### config.mk
export PLATFORM = sky130hd
export DESIGN_NAME = core_prefetch_queue_flat
export DESIGN_NICKNAME = d
export VERILOG_FILES = /design/src/rtl/core_prefetch_queue_if.sv /design/src/rtl/core_prefetch_queue.sv /design/src/flat_wrapper.sv
export SDC_FILE = /design/constraint.sdc
export NUM_CORES = 1
export LEC_CHECK = 0
export ABC_AREA = 0
export BUFFER_PORTS_ARGS = -buffer_cell sky130_fd_sc_hd__clkbuf_2
export CORE_UTILIZATION = 35
export CTS_CLUSTER_SIZE = 12
export DETAILED_ROUTE_END_ITERATION = 16
export RECOVER_POWER = 100
export SLEW_MARGIN = 20
export SYNTH_ARGS = -nofsm -noshare
export SYNTH_HDL_FRONTEND = slang
export SYNTH_HIERARCHICAL = 1
export SYNTH_SLANG_ARGS = --single-unit
### constraint.sdc
create_clock -name clk -period 6.5 [get_ports clk]
set_clock_uncertainty 0.15 [all_clocks]
set_input_delay 1.3 -clock clk [delete_from_list [all_inputs] [get_ports clk]]
set_output_delay 1.3 -clock clk [all_outputs]
set_load 0.03 [all_outputs]
### src/rtl/core_prefetch_queue_if.sv
// ---------------------------------------------------------------------------
// core_prefetch_queue_if
// Handshake and data bundle between the fetch stage / decode control and the
// instruction prefetch queue.
//   master : the side that drives fetch results and decode control
//   slave  : the prefetch queue itself
// ---------------------------------------------------------------------------
interface core_prefetch_queue_if;

    // Decode-side control
    logic        stall;       // decode not accepting this cycle
    logic        flush;       // discard queue contents, restart at head
    logic [29:0] head;        // restart word-address PC, valid with flush

    // Fetch-side input
    logic        fetched;     // fetch_data valid this cycle
    logic [31:0] fetch_data;  // fetched instruction word

    // Queue outputs
    logic        fetch;       // queue can absorb one more in-flight word
    logic [31:0] insn;        // instruction to decode
    logic [29:0] insn_pc;     // word PC of insn
    logic        nop;         // insn is a bubble

    modport master (
        output stall,
        output flush,
        output head,
        output fetched,
        output fetch_data,
        input  fetch,
        input  insn,
        input  insn_pc,
        input  nop
    );

    modport slave (
        input  stall,
        input  flush,
        input  head,
        input  fetched,
        input  fetch_data,
        output fetch,
        output insn,
        output insn_pc,
        output nop
    );

endinterface : core_prefetch_queue_if

### src/rtl/core_prefetch_queue.sv
// ---------------------------------------------------------------------------
// core_prefetch_queue
// Instruction prefetch buffer between fetch and decode. Words arrive in
// program order; the queue tracks each word's PC and presents one
// instruction per cycle through registered outputs, issuing a nop bubble
// whenever it has nothing to give. A flush empties the queue and restarts
// PC tracking at a new head.
//
// Optional build macro:
//   CORE_PREFETCH_BYPASS_EN - when the queue is empty and decode is not
//   stalled, a freshly fetched word is loaded straight into the output
//   registers (1-cycle latency) instead of passing through the storage
//   array (2-cycle latency).
// ---------------------------------------------------------------------------

// Protocol checker, kept apart from the datapath so it never reaches
// synthesis netlists as logic.
module core_prefetch_queue_chk #(
    parameter int          ORDER    = 2,
    parameter logic [31:0] NOP_WORD = 32'h0000_0000
) (
    input  logic             clk,
    input  logic             rst,
    input  logic             fetched,
    input  logic             flush,
    input  logic [ORDER:0]   count,
    input  logic             nop,
    input  logic [31:0]      insn
);

    localparam int           DEPTH     = 1 << ORDER;
    localparam logic [ORDER:0] CNT_DEPTH = (ORDER+1)'(DEPTH);

    // A word pushed into a completely full queue is lost.
    a_no_overflow : assert property (@(posedge clk) disable iff (rst)
        !(fetched && !flush && (count == CNT_DEPTH)))
        else $error("prefetch queue: enqueue while full, word dropped");

    // Occupancy can never exceed the storage depth.
    a_count_range : assert property (@(posedge clk) disable iff (rst)
        (count <= CNT_DEPTH))
        else $error("prefetch queue: occupancy out of range");

    // A bubble always carries the configured nop encoding.
    a_nop_word : assert property (@(posedge clk) disable iff (rst)
        (nop |-> (insn == NOP_WORD)))
        else $error("prefetch queue: bubble with non-nop instruction word");

endmodule : core_prefetch_queue_chk


module core_prefetch_queue #(
    parameter int          ORDER    = 2,
    parameter logic [31:0] NOP_WORD = 32'h0000_0000
) (
    input  logic                  clk,
    input  logic                  rst,
    core_prefetch_queue_if.slave  bus
);

    localparam int               DEPTH     = 1 << ORDER;
    localparam logic [ORDER:0]   CNT_ZERO  = (ORDER+1)'(0);
    localparam logic [ORDER:0]   CNT_ONE   = (ORDER+1)'(1);
    localparam logic [ORDER:0]   CNT_DEPTH = (ORDER+1)'(DEPTH);
    // One slot is held back for the word that may already be in flight.
    localparam logic [ORDER:0]   CNT_RESV  = (ORDER+1)'(DEPTH - 1);
    localparam logic [ORDER-1:0] PTR_ZERO  = ORDER'(0);
    localparam logic [ORDER-1:0] PTR_ONE   = ORDER'(1);

    // ------------------------------------------------------------------
    // State
    // ------------------------------------------------------------------
    logic [31:0]      r_mem_data [DEPTH];
    logic [29:0]      r_mem_pc   [DEPTH];
    logic [ORDER-1:0] r_rd_ptr;
    logic [ORDER-1:0] r_wr_ptr;
    logic [ORDER:0]   r_count;
    logic [29:0]      r_tail_pc;

    logic [31:0]      r_insn;
    logic [29:0]      r_insn_pc;
    logic             r_nop;

    // ------------------------------------------------------------------
    // Per-cycle decisions
    // ------------------------------------------------------------------
    logic w_empty;
    logic w_full;
    logic w_bypass;
    logic w_enq;
    logic w_deq;
    logic w_fetch;

    // Classify this cycle: bypass, enqueue, dequeue and the fetch credit.
    always_comb begin
        w_empty  = 1'b0;
        w_full   = 1'b0;
        w_bypass = 1'b0;
        w_enq    = 1'b0;
        w_deq    = 1'b0;
        w_fetch  = 1'b0;

        if (r_count == CNT_ZERO) begin
            w_empty = 1'b1;
        end else begin
            w_empty = 1'b0;
        end

        if (r_count == CNT_DEPTH) begin
            w_full = 1'b1;
        end else begin
            w_full = 1'b0;
        end

`ifdef CORE_PREFETCH_BYPASS_EN
        // Empty queue and a ready decoder: the word skips storage.
        if (w_empty && bus.fetched && !bus.stall && !bus.flush) begin
            w_bypass = 1'b1;
        end else begin
            w_bypass = 1'b0;
        end
`else
        w_bypass = 1'b0;
`endif

        // Flush drops a same-cycle word; a full queue drops it too.
        if (bus.fetched && !bus.flush && !w_full && !w_bypass) begin
            w_enq = 1'b1;
        end else begin
            w_enq = 1'b0;
        end

        if (!bus.stall && !bus.flush && !w_empty) begin
            w_deq = 1'b1;
        end else begin
            w_deq = 1'b0;
        end

        if (r_count < CNT_RESV) begin
            w_fetch = 1'b1;
        end else begin
            w_fetch = 1'b0;
        end
    end

    // ------------------------------------------------------------------
    // Storage array write port
    // ------------------------------------------------------------------

    // Capture each enqueued word together with the PC it was fetched from.
    always_ff @(posedge clk) begin
        if (rst) begin
            for (int i = 0; i < DEPTH; i++) begin
                r_mem_data[i] <= 32'h0000_0000;
                r_mem_pc[i]   <= 30'h0000_0000;
            end
        end else if (w_enq) begin
            r_mem_data[r_wr_ptr] <= bus.fetch_data;
            r_mem_pc[r_wr_ptr]   <= r_tail_pc;
        end else begin
            r_mem_data[r_wr_ptr] <= r_mem_data[r_wr_ptr];
            r_mem_pc[r_wr_ptr]   <= r_mem_pc[r_wr_ptr];
        end
    end

    // ------------------------------------------------------------------
    // Pointers, occupancy and PC tracking
    // ------------------------------------------------------------------

    // Advance pointers/count on enqueue and dequeue; flush restarts at head.
    always_ff @(posedge clk) begin
        if (rst) begin
            r_rd_ptr  <= PTR_ZERO;
            r_wr_ptr  <= PTR_ZERO;
            r_count   <= CNT_ZERO;
            r_tail_pc <= 30'h0000_0000;
        end else if (bus.flush) begin
            r_rd_ptr  <= PTR_ZERO;
            r_wr_ptr  <= PTR_ZERO;
            r_count   <= CNT_ZERO;
            r_tail_pc <= bus.head;
        end else begin
            if (w_enq) begin
                r_wr_ptr <= r_wr_ptr + PTR_ONE;
            end else begin
                r_wr_ptr <= r_wr_ptr;
            end

            if (w_deq) begin
                r_rd_ptr <= r_rd_ptr + PTR_ONE;
            end else begin
                r_rd_ptr <= r_rd_ptr;
            end

            // Every accepted word consumes a PC, bypassed or queued.
            if (w_enq || w_bypass) begin
                r_tail_pc <= r_tail_pc + 30'd1;
            end else begin
                r_tail_pc <= r_tail_pc;
            end

            case ({w_enq, w_deq})
                2'b10:   r_count <= r_count + CNT_ONE;
                2'b01:   r_count <= r_count - CNT_ONE;
                default: r_count <= r_count;
            endcase
        end
    end

    // ------------------------------------------------------------------
    // Registered decode-side outputs
    // ------------------------------------------------------------------

    // Load the next instruction, a bypassed word, or a bubble into decode.
    always_ff @(posedge clk) begin
        if (rst) begin
            r_insn    <= NOP_WORD;
            r_insn_pc <= 30'h0000_0000;
            r_nop     <= 1'b1;
        end else if (bus.flush) begin
            r_insn    <= NOP_WORD;
            r_insn_pc <= bus.head;
            r_nop     <= 1'b1;
        end else if (bus.stall) begin
            r_insn    <= r_insn;
            r_insn_pc <= r_insn_pc;
            r_nop     <= r_nop;
        end else if (w_bypass) begin
            r_insn    <= bus.fetch_data;
            r_insn_pc <= r_tail_pc;
            r_nop     <= 1'b0;
        end else if (!w_empty) begin
            r_insn    <= r_mem_data[r_rd_ptr];
            r_insn_pc <= r_mem_pc[r_rd_ptr];
            r_nop     <= 1'b0;
        end else begin
            // Nothing to give: bubble, keep the last PC for reference.
            r_insn    <= NOP_WORD;
            r_insn_pc <= r_insn_pc;
            r_nop     <= 1'b1;
        end
    end

    assign bus.fetch   = w_fetch;
    assign bus.insn    = r_insn;
    assign bus.insn_pc = r_insn_pc;
    assign bus.nop     = r_nop;

    core_prefetch_queue_chk #(
        .ORDER    (ORDER),
        .NOP_WORD (NOP_WORD)
    ) u_chk (
        .clk     (clk),
        .rst     (rst),
        .fetched (bus.fetched),
        .flush   (bus.flush),
        .count   (r_count),
        .nop     (r_nop),
        .insn    (r_insn)
    );

endmodule : core_prefetch_queue

### src/flat_wrapper.sv
// flat-port wrapper written by rule: the top's interface ports become plain ports
module core_prefetch_queue_flat 
#(
    parameter int          ORDER    = 2,
    parameter logic [31:0] NOP_WORD = 32'h0000_0000
)
  (clk, rst, bus_stall, bus_flush, bus_head, bus_fetched, bus_fetch_data, bus_fetch, bus_insn, bus_insn_pc, bus_nop);
  core_prefetch_queue_if bus_i ();
  input  logic clk;
  input  logic rst;
  input wire logic [$bits(bus_i.stall)-1:0] bus_stall;
  input wire logic [$bits(bus_i.flush)-1:0] bus_flush;
  input wire logic [$bits(bus_i.head)-1:0] bus_head;
  input wire logic [$bits(bus_i.fetched)-1:0] bus_fetched;
  input wire logic [$bits(bus_i.fetch_data)-1:0] bus_fetch_data;
  output wire logic [$bits(bus_i.fetch)-1:0] bus_fetch;
  output wire logic [$bits(bus_i.insn)-1:0] bus_insn;
  output wire logic [$bits(bus_i.insn_pc)-1:0] bus_insn_pc;
  output wire logic [$bits(bus_i.nop)-1:0] bus_nop;
  assign bus_i.stall = bus_stall;
  assign bus_i.flush = bus_flush;
  assign bus_i.head = bus_head;
  assign bus_i.fetched = bus_fetched;
  assign bus_i.fetch_data = bus_fetch_data;
  assign bus_fetch = bus_i.fetch;
  assign bus_insn = bus_i.insn;
  assign bus_insn_pc = bus_i.insn_pc;
  assign bus_nop = bus_i.nop;
  core_prefetch_queue #(.ORDER(ORDER), .NOP_WORD(NOP_WORD)) u_core (.clk(clk), .rst(rst), .bus(bus_i));
endmodule
==> results of run 1 <==
-- Yosys cell counts (all sizes together) --
cell         number  share of area (%)
buf              16               0.60
nand4            11               0.57
nand3            12               0.41
nor4              2              0.085
nor3             15               0.51
o22ai             6               0.25
inv              84                2.1
o21bai            5               0.25
xor2             12               0.71
a221oi            6               0.36
and3             35                1.5
and2              2              0.093
fa                1               0.14
a21o              1              0.051
a31o              1              0.059
a311oi           16               0.95
a211oi           10               0.51
mux2i             8               0.54
nand2b            3               0.13
a21boi           16               0.81
dlygate4sd1       1              0.059
and4bb            1              0.085
or2               3               0.13
nor3b             2               0.10
nor2            216                5.5
clkbuf           65                1.9
nand2           114                2.9
clkinv            1              0.025
or3b              1              0.059
xnor2            19                1.1
a21oi            24               0.81
o21ai             6               0.20
a31oi             5               0.21
dfxtp           102                 14
nor2b             3               0.13
or3               6               0.26
a22oi            32                1.6
or4               1              0.076
and4              4               0.25
edfxtp          248                 50
ha                2               0.17
mux4             62                9.5
-- flip-flops by register name, indices dropped and copies added (netlist names), named ones only --
signal / count
u_core/r_wr_ptr: 2
u_core/bus.nop: 1
u_core/bus.insn: 32
u_core/bus.insn_pc: 30
u_core/r_rd_ptr: 2
u_core/r_mem_pc: 120
u_core/r_count: 3
u_core/r_tail_pc: 30
u_core/r_mem_data: 128
-- power by group --
group	total [mW]	switching, mW	leakage [nW]	internal (mW)
logic	0.294	0.201	2.38	0.0932
clock network	1.92	0.824	0.518	1.10
registers	2.53	0.0493	3.42	2.48
-- per-layer routing --
| layer | GRT usage [%] | vias up | share of wire [%] |
|---|---|---|---|
| met5 | 0 | - | 0.11 |
| met4 | 4.53 | 6 | 2.1 |
| met3 | 3.83 | 55 | 6.2 |
| met2 | 29.0 | 236 | 49 |
| met1 | 21.3 | 4709 | 42 |
| li1 | - | 4435 | - |
-- cell usage in the layout (no fill, tap or decap), types with 19 or more instances in the layout --
cell	Yosys	final
a21oi_1	24	24
inv_1	84	85
clkbuf_1	62	90
clkbuf_2	0	65
nand2_1	114	114
xnor2_1	19	19
a22oi_1	32	32
clkbuf_16	0	37
dfxtp_1	102	100
and3_1	31	31
mux4_2	62	62
nor2_1	216	216
edfxtp_1	248	248
-- worst max path at each step --
stage,to,slack (ps)
after floorplan,u_core/r_mem_data[0][0],1080
after global placement,u_core/r_mem_data[2][14],2070
after detailed placement,u_core/r_mem_data[2][14],2050
after CTS,u_core/r_mem_pc[2][12],2600
after global routing,u_core/bus.insn[4],1500
final,u_core/bus.insn[4],1790
-- worst min-delay path, stage by stage, from the launching register on --
cell and delay (ps):
dfxtp_1 310, nand2_1 50, a31oi_1 70
-- kinds of logic (layout without fill, tap and decap cells) --
| family | count (synthesis) | count (layout) | synth area share [%] |
|---|---|---|---|
| simple gates | 431 | 431 | 12.8 |
| flops | 350 | 350 | 64.3 |
| buf+inv | 167 | 300 | 4.68 |
| compound gates | 128 | 128 | 6.10 |
| mux | 70 | 70 | 10.0 |
| xor+xnor | 31 | 31 | 1.84 |
| fa+ha+maj | 3 | 3 | 0.305 |
| other cells | 0 | 1 | 0 |
-- cell type report --
cell class,count,area (µm²),area share (%)
diodes,1,2.50,0.0149
clock buffers,62,1050,6.23
clock inverters,4,26.3,0.156
inverters,85,319,1.89
multi-input cells,663,4590,27.2
flip-flops and latches,350,9490,56.4
well taps,532,666,3.95
repair buffers,149,701,4.16
-- stage by stage --
stage	setup slack (ps)	power, mW	hold slack (ps)
2_1_floorplan	1080	2.77	327
3_3_place_gp	2070	2.88	320
3_5_place_dp	2050	2.89	325
4_1_cts	2600	4.81	337
5_1_grt	1500	4.92	350
6_report	1790	4.75	336
==> reports/metrics.csv, run 1 <==
stage,metric,value,unit
timing,fin. max-slew vios,215,
yosys,Yosys cell types,51,
yosys,Synth Area per Inst,12.5,µm²
worst_setup_path,critical path's largest stage delay,1650,ps
floorplanning,site row count,74,
floorplanning,chip height,207,µm
placed_design,hpwl dp,21400,µm
clock_tree,clock sinks,350,
worst_setup_path,r2r setup slk,2470,ps
clock_tree,TritonCTS clock tree,built,
global_route,antenna violations before repair,4,
timing,worst-margin pin slew,2050,ps
timing,Hold Fails Final Rpt,0,
worst_setup_path,Critical R2R Launch,u_core/r_count[0],
clock_tree,hold buffer count at CTS,0,
worst_setup_path,Worst Path Arrival,5010,ps
outcome,violated checks,"capacitance limit, slew limit",
worst_hold_path,Min-Delay Endpoint,u_core/bus.insn_pc[1],
routing,Post-DRT Antenna Nets,0,
clock_tree,CTS max path bufs,3,
routing,DRC errors left,0,
worst_setup_path,Worst Path Required,6800,ps
worst_setup_path,worst-path fanout max,35,
worst_setup_path,worst reg2reg path depth,5,
clock_tree,"Reg clk slew, reported paths",60,ps
global_route,pin count of the biggest net entering global routing,87,
floorplanning,die area,0.0430,mm²
worst_setup_path,slowest library cell on the worst path,nor2b_1,
yosys,Cells after Synth,1180,
timing,RSZ-0062 raised after global routing,no,
cells_and_area,Fill cells,3874,
placed_design,gpl congestion,0.765,
timing,Tmin final,4710,ps
cells_and_area,Layout Utilization,40.9,%
clock_tree,H-tree depth,2,
worst_hold_path,Worst Hold Path Cells,2,
worst_hold_path,Hold Startpoint,u_core/bus.insn_pc[1],
worst_setup_path,Crit. path cell count,6,
cells_and_area,Final nets,1355,
global_route,GRT Overall Usage,16.8,%
cells_and_area,Non-Filler Instances,1846,
yosys,synthesized flop and latch total,350,
power_and_ir_drop,power per cell area,282,mW/mm²
cells_and_area,Syn-to-layout area delta,14.1,%
yosys,syn nets,1250,
placed_design,PortBufs,130,
power_and_ir_drop,Worst VDD drop,0.146,mV
worst_setup_path,Worst Path Buf+Inv,3,
timing,Fmax achieved,212,MHz
clock_tree,total setup buffers inserted after CTS,0,
yosys,sequential share of the synthesized area,64.3,%
routing,Vias per Instance,5.11,
clock_tree,clk_lat worst skew,520,ps
worst_hold_path,type of the most critical hold path,flop to flop,
clock_tree,post-CTS sizing,0,
clock_tree,total CTS buffers,36,
routing,WL/cell,19.7,µm
worst_setup_path,Crit path top cell by count,clkbuf_1,
power_and_ir_drop,leakage,6.32,nW
global_route,vias in the first global route,9446,
worst_setup_path,Worst setup EP type,flop,
floorplanning,CORE AREA,0.0412,mm²
timing,# setup viols final,0,
worst_setup_path,WS Path Type,primary input to flop,
worst_setup_path,Crit. Startpoint,bus_stall,
routing,routed vias,9441,
global_route,global-route wire length before repair,55800,µm
global_route,total congestion overflow,0,
placed_design,Placed Cells incl. Taps,1779,
routing,drt pass-1 iters,5,
clock_tree,CTS Root Cell,clkbuf_16,
floorplanning,Initial Utilization,35.8,%
timing,relative slew slack,-36.6,%
routing,Post-Route WL,36300,µm
worst_setup_path,"CP delay by family, top",simple AND/OR/NAND/NOR gates,
worst_setup_path,critical path launch point type,primary input,
timing,total negative slack,0,ps
routing,DR iter-0 viols,689,
cells_and_area,share of layout cells above drive strength 1,15.5,%
worst_setup_path,FF-to-FF End,u_core/r_mem_pc[0][11],
yosys,number of synthesis warnings,6,
run,reported max-cap violation count,7,
placed_design,Placed Instance Area,0.0159,mm²
floorplanning,Ports,131,
worst_setup_path,"critical path, cell by cell",clkbuf_2 -> clkbuf_1 -> nor2b_1 -> clkbuf_1 -> a22oi_1 -> nor2_1,
floorplanning,die width,207,µm
cells_and_area,Final Cell Area,0.0168,mm²
outcome,status,"finished, violations left",
timing,Final period util,72.4,%
yosys,Post-Syn Area,0.0148,mm²
Power figures use the tool's default switching activity.
==> run 2: changes to the inputs <==
==> constraint.sdc (replaced) <==
create_clock -name clk -period 4.4 [get_ports clk]
set_clock_uncertainty 0.15 [all_clocks]
set_input_delay 0.88 -clock clk [delete_from_list [all_inputs] [get_ports clk]]
set_output_delay 0.88 -clock clk [all_outputs]
set_load 0.03 [all_outputs]
==> run 2 against run 1 <==
The flow still finishes with violations (capacitance limit, slew limit). Sequential power increased by 48%. Clock power increased by 51%. Cell count increased by 0.11%. Non-clock buffer count increased by 2. Critical path depth decreased by 1. Clock-buffer cell count decreased by 5. Die area unchanged. Critical path type is now flop to flop. Global-route usage increased by 0.34 points.
==> reports/metrics.csv, run 2 (synthesis gave the netlist of run 1 again) <==
stage,metric,value,unit,change
outcome,status,"finished, violations left",,
outcome,violated checks,"capacitance limit, slew limit",,
global_route,GRT Overall Usage,17.2,%,+0.34 points
cells_and_area,Fill cells,3865,,-0.23%
timing,relative slew slack,-34.8,%,+1.8 points
worst_setup_path,worst-path fanout max,35,,unchanged
placed_design,gpl congestion,0.769,,+0.55%
cells_and_area,"commonest non-fill, non-tap cells in the layout","248 x edfxtp_1, 216 x nor2_1, 114 x nand2_1",,
worst_setup_path,critical path's largest stage delay,910,ps,-740 ps
worst_setup_path,Worst setup EP type,flop,,
power_and_ir_drop,leakage,6.36,nW,+0.57%
worst_setup_path,WS Path Type,flop to flop,,
clock_tree,TritonCTS clock tree,built,,
cells_and_area,max reg flops,128,,unchanged
cells_and_area,"commonest non-fill, non-tap cell in the layout",edfxtp_1,,
timing,PnR worst setup slack,951,ps,-843 ps
routing,Vias per Instance,5.19,,+1.4%
power_and_ir_drop,Internal,5.46,mW,+49%
global_route,pin count of the biggest net entering global routing,87,,unchanged
worst_setup_path,Worst Path Buf+Inv,1,,-2
floorplanning,Ports,131,,unchanged
floorplanning,CORE AREA,0.0412,mm²,unchanged
routing,drt pass-1 iters,5,,unchanged
worst_setup_path,"critical path, cell by cell",or3b_2 -> and2_0 -> nand2_1 -> o21bai_4 -> clkbuf_2,,
power_and_ir_drop,power per cell area,418,mW/mm²,+48%
timing,total negative slack,0,ps,unchanged
floorplanning,die area,0.0430,mm²,unchanged
clock_tree,H-tree depth,2,,unchanged
routing,WL/cell,20.0,µm,+1.5%
worst_setup_path,critical path launch point type,flop,,
placed_design,PortBufs,130,,unchanged
cells_and_area,Final nets,1358,,+0.22%
global_route,global-route wire length before repair,57000,µm,+2.1%
cells_and_area,share of layout cells above drive strength 1,16.0,%,+0.51 points
run,reported max-cap violation count,3,,-4
timing,Fmax achieved,290,MHz,
global_route,antenna violations before repair,1,,-3
worst_setup_path,Worst Path Required,4390,ps,-2410 ps
timing,hold slack,342,ps,+6.73 ps
timing,Tmin final,3450,ps,
clock_tree,clock sinks,350,,unchanged
routing,DRC errors left,0,,unchanged
power_and_ir_drop,switch share,22.9,%,+0.28 points
power_and_ir_drop,Reg power frac,52.8,%,-0.5 points
power_and_ir_drop,Clk pwr share,40.9,%,+0.4 points
timing,Final period util,78.4,%,
clock_tree,total setup buffers inserted after CTS,0,,unchanged
routing,Post-DRT Antenna Nets,0,,unchanged
clock_tree,clk_lat worst skew,530,ps,about the same
timing,# setup viols final,0,,unchanged
clock_tree,CTS Root Cell,clkbuf_16,,
floorplanning,chip height,207,µm,unchanged
clock_tree,"Reg clk slew, reported paths",60,ps,about the same
timing,Hold Fails Final Rpt,0,,unchanged
global_route,vias in the first global route,9663,,+2.3%
routing,Post-Route WL,36900,µm,+1.6%
worst_hold_path,type of the most critical hold path,flop to flop,,
power_and_ir_drop,combinational power share,6.3,%,about the same
power_and_ir_drop,Worst VDD drop,0.224,mV,+54%
worst_setup_path,Worst Path Arrival,3440,ps,-1570 ps
routing,DR iter-0 viols,691,,+0.29%
cells_and_area,Layout Utilization,41.1,%,+0.25 points
floorplanning,die width,207,µm,unchanged
clock_tree,CTS max path bufs,3,,unchanged
worst_setup_path,"CP delay by family, top",simple AND/OR/NAND/NOR gates,,
floorplanning,Initial Utilization,35.8,%,unchanged
clock_tree,post-CTS sizing,0,,unchanged
worst_setup_path,slowest library cell on the worst path,clkbuf_2,,
timing,fin. max-slew vios,125,,-42%
clock_tree,total CTS buffers,37,,+2.8%
timing,worst-margin pin slew,2020,ps,-27.5 ps
power_and_ir_drop,sw power,1.62,mW,+51%
cells_and_area,Largest Register,u_core/r_mem_data,,
clock_tree,hold buffer count at CTS,0,,unchanged
cells_and_area,Syn-to-layout area delta,14.8,%,
global_route,total congestion overflow,0,,unchanged
placed_design,hpwl dp,21900,µm,+2.3%
routing,routed vias,9583,,+1.5%
placed_design,"worst slack, placed",1270,ps,-782 ps
timing,RSZ-0062 raised after global routing,no,,
floorplanning,site row count,74,,unchanged
==> run 2: tightest hold or removal path, stage by stage, from the launching register on <==
cell	delay, ps
dfxtp_1	310
nand2_1	60
a31oi_1	70
==> run 2: final cells by class <==
cell class | count | area [µm²] | share of cell area, %
well taps | 532 | 666 | 3.93
clock buffers | 57 | 1050 | 6.22
clock inverters | 9 | 47.5 | 0.281
repair buffers | 151 | 748 | 4.41
flip-flops and latches | 350 | 9490 | 56.0
inverters | 85 | 319 | 1.88
multi-input cells | 663 | 4620 | 27.3
diodes | 1 | 2.50 | 0.0148
==> run 2: worst paths after layout <==
path	depth (start not counted)	start	endpoint	slack [ps]
worst max-delay path	5	u_core/r_count[0]	u_core/r_mem_data[0][28]	950
worst min-delay path	2	u_core/bus.insn_pc[3]	u_core/bus.insn_pc[3]	340
worst max register to register	5	u_core/r_count[0]	u_core/r_mem_data[0][28]	950
worst min register to register	2	u_core/bus.insn_pc[3]	u_core/bus.insn_pc[3]	340
==> run 2: stage by stage <==
stage               instances  cell area, µm²  total power, mW
global route             1848           17000             7.34
detailed placement       1781           16000             4.28
finish                   1848           17000             7.09
global placement         1781           16000             4.27
floorplan                1180           14800             4.08
CTS                      1847           17100             7.17
==> run 2: metal layers <==
| metal | track usage, % | wire [µm] | vias up |
|---|---|---|---|
| met5 | 0 | 0 | - |
| met4 | 5.48 | 919 | 0 |
| met3 | 3.39 | 2160 | 49 |
| met2 | 28.9 | 17800 | 261 |
| met1 | 22.3 | 16000 | 4837 |
| li1 | - | - | 4436 |
==> run 2: power by group through the flow <==
| stage | registers [mW] | logic, mW | clock network [mW] |
|---|---|---|---|
| 3_3_place_gp | 3.81 | 0.462 | 0 |
| 3_5_place_dp | 3.81 | 0.467 | 0 |
| 6_report | 3.74 | 0.447 | 2.90 |
| 5_1_grt | 3.76 | 0.484 | 3.09 |
| 2_1_floorplan | 3.83 | 0.253 | 0 |
| 4_1_cts | 3.74 | 0.468 | 2.96 |
==> run 3: changes to the inputs <==
==> constraint.sdc (replaced) <==
create_clock -name clk -period 3 [get_ports clk]
set_clock_uncertainty 0.15 [all_clocks]
set_input_delay 0.6 -clock clk [delete_from_list [all_inputs] [get_ports clk]]
set_output_delay 0.6 -clock clk [all_outputs]
set_load 0.03 [all_outputs]
==> run 3 against run 2 <==
The flow now finishes without violations. Die area is the same. Setup slack lost 640 ps. Clock-buffer cell count increased by 3. Largest cell class unchanged. Sequential cell count is the same. Global-route usage hardly changed.
==> reports/metrics.csv, run 3 (synthesis gave the netlist of run 1 again) <==
stage,metric,value,unit,change
worst_setup_path,WS Path Type,flop to flop,,
timing,RSZ-0062 raised after global routing,no,,
outcome,status,"finished, final reports clean",,
routing,DR iter-0 viols,621,,-10%
clock_tree,total CTS buffers,38,,+2.7%
power_and_ir_drop,power per cell area,622,mW/mm²,+49%
cells_and_area,share of layout cells above drive strength 1,16.8,%,+0.75 points
power_and_ir_drop,Worst VDD drop,0.372,mV,+66%
routing,drt pass-1 iters,4,,-1
routing,WL/cell,19.7,µm,-1.6%
placed_design,hpwl dp,22400,µm,+2.2%
clock_tree,post-CTS sizing,0,,unchanged
cells_and_area,"commonest non-fill, non-tap cell in the layout",edfxtp_1,,
run,reported max-cap violation count,0,,-3
clock_tree,CTS max path bufs,3,,unchanged
clock_tree,hold buffer count at CTS,0,,unchanged
floorplanning,site row count,74,,unchanged
clock_tree,clock sinks,350,,unchanged
timing,fin. max-slew vios,0,,-100%
placed_design,gpl congestion,0.785,,+2.1%
global_route,total congestion overflow,0,,unchanged
placed_design,Placed Instance Area,0.0162,mm²,+1.0%
timing,# setup viols final,0,,unchanged
floorplanning,die area,0.0430,mm²,unchanged
global_route,vias in the first global route,9768,,+1.1%
clock_tree,"Reg clk slew, reported paths",60,ps,about the same
floorplanning,Initial Utilization,35.8,%,unchanged
floorplanning,Ports,131,,unchanged
routing,Post-DRT Antenna Nets,0,,unchanged
worst_setup_path,Worst Path Required,3000,ps,-1390 ps
clock_tree,CTS Root Cell,clkbuf_16,,
global_route,global-route wire length before repair,56900,µm,-0.13%
floorplanning,die width,207,µm,unchanged
power_and_ir_drop,leakage,6.46,nW,+1.5%
routing,routed vias,9565,,-0.19%
clock_tree,TritonCTS clock tree,built,,
global_route,antenna violations before repair,2,,+1
floorplanning,CORE AREA,0.0412,mm²,unchanged
timing,Hold Fails Final Rpt,0,,unchanged
clock_tree,clk_lat worst skew,530,ps,about the same
cells_and_area,max reg flops,128,,unchanged
timing,Tmin final,2690,ps,-757 ps
global_route,GRT Overall Usage,17.1,%,-0.049 points
floorplanning,chip height,207,µm,unchanged
cells_and_area,Syn-to-layout area delta,15.9,%,
worst_setup_path,Worst setup EP type,flop,,
worst_setup_path,Worst Path Arrival,2690,ps,-750 ps
worst_setup_path,worst-path fanout max,48,,+37%
worst_setup_path,Crit. Startpoint,u_core/r_wr_ptr[0],,
timing,relative slew slack,19.3,%,+54 points
cells_and_area,Largest Register,u_core/r_mem_data,,
clock_tree,H-tree depth,2,,unchanged
worst_hold_path,Hold Startpoint,rst,,
cells_and_area,diode count,0,,-1
timing,total negative slack,0,ps,unchanged
placed_design,PortBufs,130,,unchanged
cells_and_area,Final nets,1375,,+1.3%
cells_and_area,Final Cell Area,0.0171,mm²,+0.96%
worst_setup_path,Critical R2R Launch,u_core/r_wr_ptr[0],,
timing,Final period util,89.7,%,+11 points
worst_hold_path,type of the most critical hold path,primary input to flop,,
clock_tree,total setup buffers inserted after CTS,0,,unchanged
global_route,pin count of the biggest net entering global routing,87,,unchanged
cells_and_area,"commonest non-fill, non-tap cells in the layout","248 x edfxtp_1, 216 x nor2_1, 114 x nand2_1",,
routing,Post-Route WL,36700,µm,-0.64%
timing,worst-margin pin slew,1210,ps,-811 ps
timing,Fmax achieved,371,MHz,+28%
routing,DRC errors left,0,,unchanged
routing,Vias per Instance,5.13,,-1.2%
worst_setup_path,critical path launch point type,flop,,
-- run 3: cell types whose count changed in the layout (fill, tap and decap cells not counted), moves of 2 or more --
| cell | previous run | this run |
|---|---|---|
| clkbuf_4 | 0 | 2 |
| nor2b_1 | 1 | 3 |
| buf_6 | 0 | 2 |
| clkinv_2 | 4 | 2 |
| clkbuf_1 | 87 | 89 |
| clkbuf_2 | 69 | 71 |
| buf_4 | 8 | 13 |
| clkbuf_8 | 1 | 6 |
-- run 3: per-layer routing --
metal,global-route usage [%],up-vias,routed length [µm]
li1,-,4469,-
met1,22.5,4808,16000
met2,28.7,223,17900
met3,3.15,63,1840
met4,5.40,2,902
met5,0,-,9
-- run 3: cell type report --
class                      count  area (µm²)
fill                        3869       24100
sequential                   350        9490
multi-input combinational    663        4600
clock buffer                  60        1110
timing repair buffer         167         853
tap                          532         666
inverter                      85         319
clock inverter                 9        72.6
-- run 3: critical path, cell delays in order (launching register included) --
cell and delay [ps]:
dfxtp_1 470, nand2b_1 680, o21bai_1 490, buf_6 510
-- run 3: final timing paths --
| check | endpoint | slack, ps | depth (start not counted) |
|---|---|---|---|
| hold / removal | u_core/bus.nop | 210 | 3 |
| setup reg to reg | u_core/r_mem_pc[1][29] | 310 | 3 |
| setup / recovery | u_core/r_mem_pc[1][29] | 310 | 3 |
| hold reg to reg | u_core/bus.insn_pc[29] | 340 | 2 |
-- run 3: per-stage QoR --
| step | worst slack, ps | utilization, % | power, mW | std cells | hold slack, ps |
|---|---|---|---|---|---|
| 2_1_floorplan | 140 | - | 5.99 | 1180 | 327 |
| 3_3_place_gp | 415 | 39.2 | 6.27 | 1797 | 322 |
| 3_5_place_dp | 384 | 39.2 | 6.28 | 1797 | 329 |
| 4_1_cts | 374 | 42.1 | 10.8 | 1866 | 188 |
| 5_1_grt | 119 | 41.5 | 11.0 | 1866 | 214 |
| 6_report | 308 | 41.5 | 10.6 | 1866 | 213 |
-- run 3: power by group --
part	switching, mW	internal (mW)	total [mW]
clock	1.86	2.64	4.50
combinational	0.440	0.214	0.654
sequential	0.105	5.38	5.49
total	2.40	8.23	10.6
